===== src/rtl/alu_pkg.sv =====
// rtl/alu_pkg.sv - ALU control codes, opcodes and decode-stage types shared with alu
package alu_pkg;
  localparam int CTR_W = 6;

  localparam logic [CTR_W-1:0] ALU_NOP  = 6'd0;
  localparam logic [CTR_W-1:0] ALU_ADD  = 6'd1;
  localparam logic [CTR_W-1:0] ALU_SUB  = 6'd2;
  localparam logic [CTR_W-1:0] ALU_SLL  = 6'd3;
  localparam logic [CTR_W-1:0] ALU_SRL  = 6'd4;
  localparam logic [CTR_W-1:0] ALU_SLTU = 6'd5;
  localparam logic [CTR_W-1:0] ALU_XOR  = 6'd6;
  localparam logic [CTR_W-1:0] ALU_OR   = 6'd7;
  localparam logic [CTR_W-1:0] ALU_AND  = 6'd8;
  localparam logic [CTR_W-1:0] ALU_ADDI = 6'd9;
  localparam logic [CTR_W-1:0] ALU_XORI = 6'd10;
  localparam logic [CTR_W-1:0] ALU_ORI  = 6'd11;
  localparam logic [CTR_W-1:0] ALU_ANDI = 6'd12;
  localparam logic [CTR_W-1:0] ALU_SLLI = 6'd13;
  localparam logic [CTR_W-1:0] ALU_SRLI = 6'd14;
  localparam logic [CTR_W-1:0] ALU_LW   = 6'd15;
  localparam logic [CTR_W-1:0] ALU_SW   = 6'd16;
  localparam logic [CTR_W-1:0] ALU_BEQ  = 6'd17;
  localparam logic [CTR_W-1:0] ALU_LUI  = 6'd18;

  localparam logic [6:0] OP_R      = 7'b0110011;
  localparam logic [6:0] OP_I      = 7'b0010011;
  localparam logic [6:0] OP_LOAD   = 7'b0000011;
  localparam logic [6:0] OP_STORE  = 7'b0100011;
  localparam logic [6:0] OP_BRANCH = 7'b1100011;
  localparam logic [6:0] OP_LUI    = 7'b0110111;

  typedef enum logic [1:0] {IMM_RS2, IMM_I, IMM_SHAMT, IMM_ZERO} imm_sel_t;

  typedef struct packed {
    logic [CTR_W-1:0] alu_ctr;
    logic [31:0]      data1;
    logic [31:0]      data2;
    logic [31:0]      instr;
    logic             illegal;
  } entry_t;

  // Stores keep rs2 as data2: the address immediate is rebuilt from instr by the ALU.
  function automatic imm_sel_t imm_sel_of(input logic [CTR_W-1:0] c);
    if ((c >= ALU_ADDI && c <= ALU_ANDI) || c == ALU_LW) return IMM_I;
    if (c == ALU_SLLI || c == ALU_SRLI)                   return IMM_SHAMT;
    if ((c >= ALU_ADD && c <= ALU_AND) || c == ALU_SW || c == ALU_BEQ) return IMM_RS2;
    return IMM_ZERO;
  endfunction
endpackage


===== src/rtl/alu_ctr_comb.sv =====
// rtl/alu_ctr_comb.sv - combinational opcode/funct3/funct7 decode into ALU control code
module alu_ctr_comb
  import alu_pkg::*;
(
  input  logic [31:0]      instr,
  output logic [CTR_W-1:0] alu_ctr,
  output imm_sel_t         imm_sel,
  output logic             illegal
);
  logic [6:0] opcode;
  logic [2:0] funct3;
  logic [6:0] funct7;
  logic       unused_fields;

  assign opcode        = instr[6:0];
  assign funct3        = instr[14:12];
  assign funct7        = instr[31:25];
  assign unused_fields = ^{instr[24:15], instr[11:7]};

  always_comb begin
    alu_ctr = ALU_NOP;
    case (opcode)
      OP_R: begin
        if (funct7 == 7'b0000000) begin
          case (funct3)
            3'b000:  alu_ctr = ALU_ADD;
            3'b001:  alu_ctr = ALU_SLL;
            3'b101:  alu_ctr = ALU_SRL;
            3'b011:  alu_ctr = ALU_SLTU;
            3'b100:  alu_ctr = ALU_XOR;
            3'b110:  alu_ctr = ALU_OR;
            3'b111:  alu_ctr = ALU_AND;
            default: alu_ctr = ALU_NOP;
          endcase
        end else if (funct7 == 7'b0100000 && funct3 == 3'b000) begin
          alu_ctr = ALU_SUB;
        end
      end
      OP_I: begin
        case (funct3)
          3'b000:  alu_ctr = ALU_ADDI;
          3'b100:  alu_ctr = ALU_XORI;
          3'b110:  alu_ctr = ALU_ORI;
          3'b111:  alu_ctr = ALU_ANDI;
          3'b001:  alu_ctr = (funct7 == 7'b0) ? ALU_SLLI : ALU_NOP;
          3'b101:  alu_ctr = (funct7 == 7'b0) ? ALU_SRLI : ALU_NOP;
          default: alu_ctr = ALU_NOP;
        endcase
      end
      OP_LOAD:   if (funct3 == 3'b010) alu_ctr = ALU_LW;
      OP_STORE:  if (funct3 == 3'b010) alu_ctr = ALU_SW;
      OP_BRANCH: if (funct3 == 3'b000) alu_ctr = ALU_BEQ;
      OP_LUI:    alu_ctr = ALU_LUI;
      default:   alu_ctr = ALU_NOP;
    endcase
  end

  assign imm_sel = imm_sel_of(alu_ctr);
  assign illegal = (alu_ctr == ALU_NOP);
endmodule


===== src/rtl/alu_ctr_decode.sv =====
// rtl/alu_ctr_decode.sv - decode/issue stage with registered output and one-entry skid buffer
module alu_ctr_decode
  import alu_pkg::*;
(
  input  logic             clk,
  input  logic             rst_n,
  input  logic             flush,
  input  logic             in_valid,
  output logic             in_ready,
  input  logic [31:0]      in_instr,
  input  logic [31:0]      in_rs1_data,
  input  logic [31:0]      in_rs2_data,
  output logic             out_valid,
  input  logic             out_ready,
  output logic [CTR_W-1:0] out_alu_ctr,
  output logic [31:0]      out_data1,
  output logic [31:0]      out_data2,
  output logic [31:0]      out_instr,
  output logic             out_illegal
);
  logic [CTR_W-1:0] dec_ctr;
  imm_sel_t         dec_sel;
  logic             dec_illegal;
  entry_t           dec, out_q, skid_q;
  logic             skid_valid;
  logic             accept, fire;

  alu_ctr_comb u_comb (
    .instr   (in_instr),
    .alu_ctr (dec_ctr),
    .imm_sel (dec_sel),
    .illegal (dec_illegal)
  );

  always_comb begin
    dec         = '0;
    dec.alu_ctr = dec_ctr;
    dec.data1   = in_rs1_data;
    dec.instr   = in_instr;
    dec.illegal = dec_illegal;
    case (dec_sel)
      IMM_I:     dec.data2 = {{20{in_instr[31]}}, in_instr[31:20]};
      IMM_SHAMT: dec.data2 = {27'd0, in_instr[24:20]};
      IMM_RS2:   dec.data2 = in_rs2_data;
      default:   dec.data2 = 32'd0;
    endcase
  end

  assign accept = in_valid & in_ready;
  assign fire   = out_valid & out_ready;

  // in_ready can only be high with the skid empty, so a skid drain never meets an accept.
  always_ff @(posedge clk or negedge rst_n) begin
    if (!rst_n) begin
      out_valid  <= 1'b0;
      skid_valid <= 1'b0;
      in_ready   <= 1'b1;
      out_q      <= '0;
      skid_q     <= '0;
    end else if (flush) begin
      out_valid  <= 1'b0;
      skid_valid <= 1'b0;
      in_ready   <= 1'b1;
    end else if (accept && (!out_valid || fire)) begin
      out_q     <= dec;
      out_valid <= 1'b1;
    end else if (accept) begin
      skid_q     <= dec;
      skid_valid <= 1'b1;
      in_ready   <= 1'b0;
    end else if (fire) begin
      if (skid_valid) begin
        out_q      <= skid_q;
        skid_valid <= 1'b0;
        in_ready   <= 1'b1;
      end else begin
        out_valid <= 1'b0;
      end
    end
  end

  assign out_alu_ctr = out_q.alu_ctr;
  assign out_data1   = out_q.data1;
  assign out_data2   = out_q.data2;
  assign out_instr   = out_q.instr;
  assign out_illegal = out_q.illegal;
endmodule


===== config.mk =====
export PLATFORM = sky130hd
export DESIGN_NAME = alu_ctr_decode
export DESIGN_NICKNAME = d
export VERILOG_FILES = /design/src/rtl/alu_pkg.sv /design/src/rtl/alu_ctr_comb.sv /design/src/rtl/alu_ctr_decode.sv
export SDC_FILE = /design/constraint.sdc
export NUM_CORES = 1
export LEC_CHECK = 0
export ABC_AREA = 0
export CORE_MARGIN = 5
export CORE_UTILIZATION = 25
export DETAILED_ROUTE_END_ITERATION = 12
export HOLD_SLACK_MARGIN = 0.08
export PLACE_DENSITY = 0.53
export SKIP_LAST_GASP = 1
export SYNTH_ARGS = -nofsm -noshare
export SYNTH_HDL_FRONTEND = slang
export SYNTH_SLANG_ARGS = --single-unit

===== constraint.sdc =====
create_clock -name clk -period 2.55 [get_ports clk]
set_input_delay 0.765 -clock clk [delete_from_list [all_inputs] [get_ports clk]]
set_output_delay 0.765 -clock clk [all_outputs]
set_load 0.1 [all_outputs]

==> summary.md <==
| Metric | Value |
|---|---|
| Status | `finished, violations left` |
| Violations in the final reports | `negative setup slack` |
| FF+latch count, synth | `207` |
| CP Launch Type | `input port` |
| Crit end category | `flop` |
| Sequential share of the synthesized area | `0.554` |
| YS warnings | `0` |
| Synth Area in Compound Gates | `0.161` |
| EDFF count, synth | `0` |
| Buffers on Ports | `204` |
| I/O pin cnt | `between 200 and 250` |
| Main synth FF type | `dfrtp_1` |
| First-pass GRT wire length | `49.7 mm` |
| Tmin final | `2550 ps` |
| Share of layout cells above drive strength 1 | `0.239` |
| WL final | `31.5 mm` |
| CTS HTree Levels | `1` |
| Fill cell count | `3736` |
| Syn Std Cell Area | `around 9300 sq um` |
| Post-synthesis mux area share | `0` |
| Achievable clock frequency | `392 MHz` |
| Max-cap violations | `0` |
| Placed Cells | `approximately 1800` |
| Sequential Area | `5180 sq um` |
| Final setup fails | `1` |
| WL met3 | `between 2 and 2.5 mm` |
| Largest family of logic cells by synthesized area | `simple AND/OR/NAND/NOR gates` |
| Core area | `36800 sq um` |
| DR vias/cell | `4.68` |
| Crit path DAT | `2950 ps` |
| Initial Util | `0.254` |
| Die area | `between 40000 and 50000 sq um` |
| Synth Area in Simple Gates | `0.240` |
| PwrDens | `991 nW/um^2` |
| Vias in the first global route | `8745` |
| Met1 WL | `14.2 mm` |
| TritonCTS clock tree | `done` |
| Synth Net Count | `between 1000 and 1500` |
| Post-DP HPWL | `21.3 mm` |
| Via count | `8576` |
| Area of the multi-input gates | `between 3000 and 4000 sq um` |
| Nets | `1444` |
| Mapped Cells | `1068` |
| Clock root buffer | `clkbuf_16` |
| Cell Rows | `70` |
| Final-report hold violation count | `0` |
| Share of flip-flops with an asynchronous set or reset | `1.00` |
| Met2 Routed Length | `14.7 mm` |
| Final setup skew | `10.7 ps` |
| Drt wl/cell | `17.2 microns` |
| Final Slew Violations | `0` |
| Residual DRC | `0` |
| Crit Path Category | `input port to flop` |
| Post-synthesis average cell area | `around 8.8 sq um` |
| Class of the worst hold path | `input port to asynchronous set/reset pin` |
| Worst Path Required | `2950 ps` |
| Adder-Cell Fraction of Synth Area | `0` |
| Peak VDD IR | `0.543 mV` |
| Die width | `203 microns` |
| Uppermost layer routed | `met5` |
| Distinct cells, synth | `59` |
| DRT Pass-1 Iters | `5` |
| Fin crit share | `1.00` |
| Layout Cells excl Fill | `1831` |
| Area Growth Syn to Fin | `46.1%` |
| RSZ-0062 raised after global routing | `true` |
| Worst Path Max Fanout | `6` |
| Initial antenna violation count | `4` |
| Initial drt markers | `371` |
| Grt ovf | `0` |
| Total power | `13.5 mW` |
| Post-Synth XOR/XNOR Area | `0.00375` |
| CTS sink cnt | `a little over 200` |
| Worst skew pair latency | `between 500 and 600 ps` |
| Antenna viol nets, final | `0` |
| Longest Clk Path Bufs | `3` |
| Cts hold-fix bufs | `0` |
| Total Routing Usage GR | `0.148` |
| Die Y | `203 microns` |
| Cts bufs inserted | `27` |
| Gpl congestion | `0.794` |
| Pre-CTS WS | `-850 ps` |
| Leakage power | `6.15 nW` |
| Worst-path clk slew | `60 ps` |
| Largest net degree at the start of global routing | `63` |
| Final setup margin | `-1.37 ps` |
-- final cells by class --
type | instances | area share
sequential | 207 | 0.379
multi-input combinational | 773 | 0.292
timing repair buffer | 328 | 0.221
clock buffer | 37 | 0.0559
tap | 468 | 0.0429
clock inverter | 11 | 0.00650
inverter | 6 | 0.00165
antenna | 1 | 0.000183
-- synth_stat cells, drive strengths merged (9+ instances only) --
library cell | count | share of area
nand2 | 352 | 0.14
dfrtp | 206 | 0.55
nor2 | 118 | 0.048
a31oi | 79 | 0.054
clkbuf | 61 | 0.024
a21oi | 59 | 0.032
o21ai | 34 | 0.018
o211ai | 32 | 0.026
or3 | 28 | 0.019
buf | 21 | 0.014
nand3 | 9 | 0.0054
-- flip-flops by register name, summed over array words and instances, names as in the netlist --
name / cells
out_alu_ctr: 5
out_instr: 32
skid_valid: 1
out_valid: 1
skid_q: 102
out_data2: 32
in_ready: 1
out_illegal: 1
out_data1: 32
-- per-layer routing --
metal	global-route usage	up-vias
li1	-	4186
met1	0.199	4123
met2	0.240	217
met3	0.0377	44
met4	0.0361	6
met5	0	-
-- repair_timing --
item                                    4_1_cts  5_1_grt
hold endpoints to repair                      0        0
gates resized for setup                      58       24
endpoints found under the setup margin       65       64
gates cloned                                  1        0
pin swaps                                    23       28
buffers inserted                             15        1
-- logic make-up after synthesis --
group	Yosys count
other	1
XOR/XNOR	4
AND/OR/NAND/NOR	532
AO/OA/AOI/OAI	236
buffers and inverters	88
flip-flops	207
-- where the power goes --
group / total, mW / internal, mW / switching, mW
Clock: 3.64 / 2.18 / 1.46
Combinational: 5.34 / 1.31 / 4.04
Sequential: 4.56 / 4.10 / 0.452
Total: 13.5 / 7.60 / 5.95
-- final timing paths --
check / start / to / slack [ps] / depth (start not counted)
max in group asynchronous: rst_n / in_ready$_DFFE_PN1P_ / 1610 / 2
min in group clk: out_alu_ctr[2]$_DFFE_PN0P_ / out_alu_ctr[2]$_DFFE_PN0P_ / 460 / 2
hold reg to reg: out_alu_ctr[2]$_DFFE_PN0P_ / out_alu_ctr[2]$_DFFE_PN0P_ / 460 / 2
setup / recovery: in_instr[27] / out_data2[10]$_DFFE_PN0P_ / -1 / 11
setup reg to reg: in_ready$_DFFE_PN1P_ / out_data2[10]$_DFFE_PN0P_ / 460 / 6
hold / removal: rst_n / skid_q[2]$_DFFE_PN0P_ / 180 / 1
-- critical path, stage by stage --
cell	delay, ps
buf_8	100
nor4_4	300
buf_4	180
buf_6	90
nand3b_1	130
a211oi_2	350
nor3_4	100
nor4b_4	150
buf_4	140
o211a_4	280
a221o_1	350
-- cells in the final DEF (no fill, tap or decap), drive strengths merged, types with 2 or more instances in the layout --
master and instances:
clkdlybuf4s15 2, a31oi 79, nand3b 3, dfrtp 206, a211o 2, nor2 118
clkinvlp 2, a211oi 4, o211ai 32, a221o 6, nor3 6, xor2 2
o2111ai 3, dlygate4sd2 7, nand3 9, buf 233, or3 28, clkdlybuf4s50 82
clkbuf 41, inv 7, nand2 352, o311ai 6, o21ai 34, o21bai 3
xnor2 2, nand4b 2, nand4 2, a21oi 59, nor4 2, clkinv 7
-- metrics by stage --
stage	utilization	TNS (ps)	hold WS, ps	cell area [sq um]
after global routing	0.371	-229	198	13700
after global placement	0.341	-51580	456	12500
after floorplan	-	-928	443	9360
after CTS	0.371	0	172	13700
after detailed placement	0.341	-53610	457	12500
final	0.371	-1.37	176	13700
(Power assumes the default switching activity.)
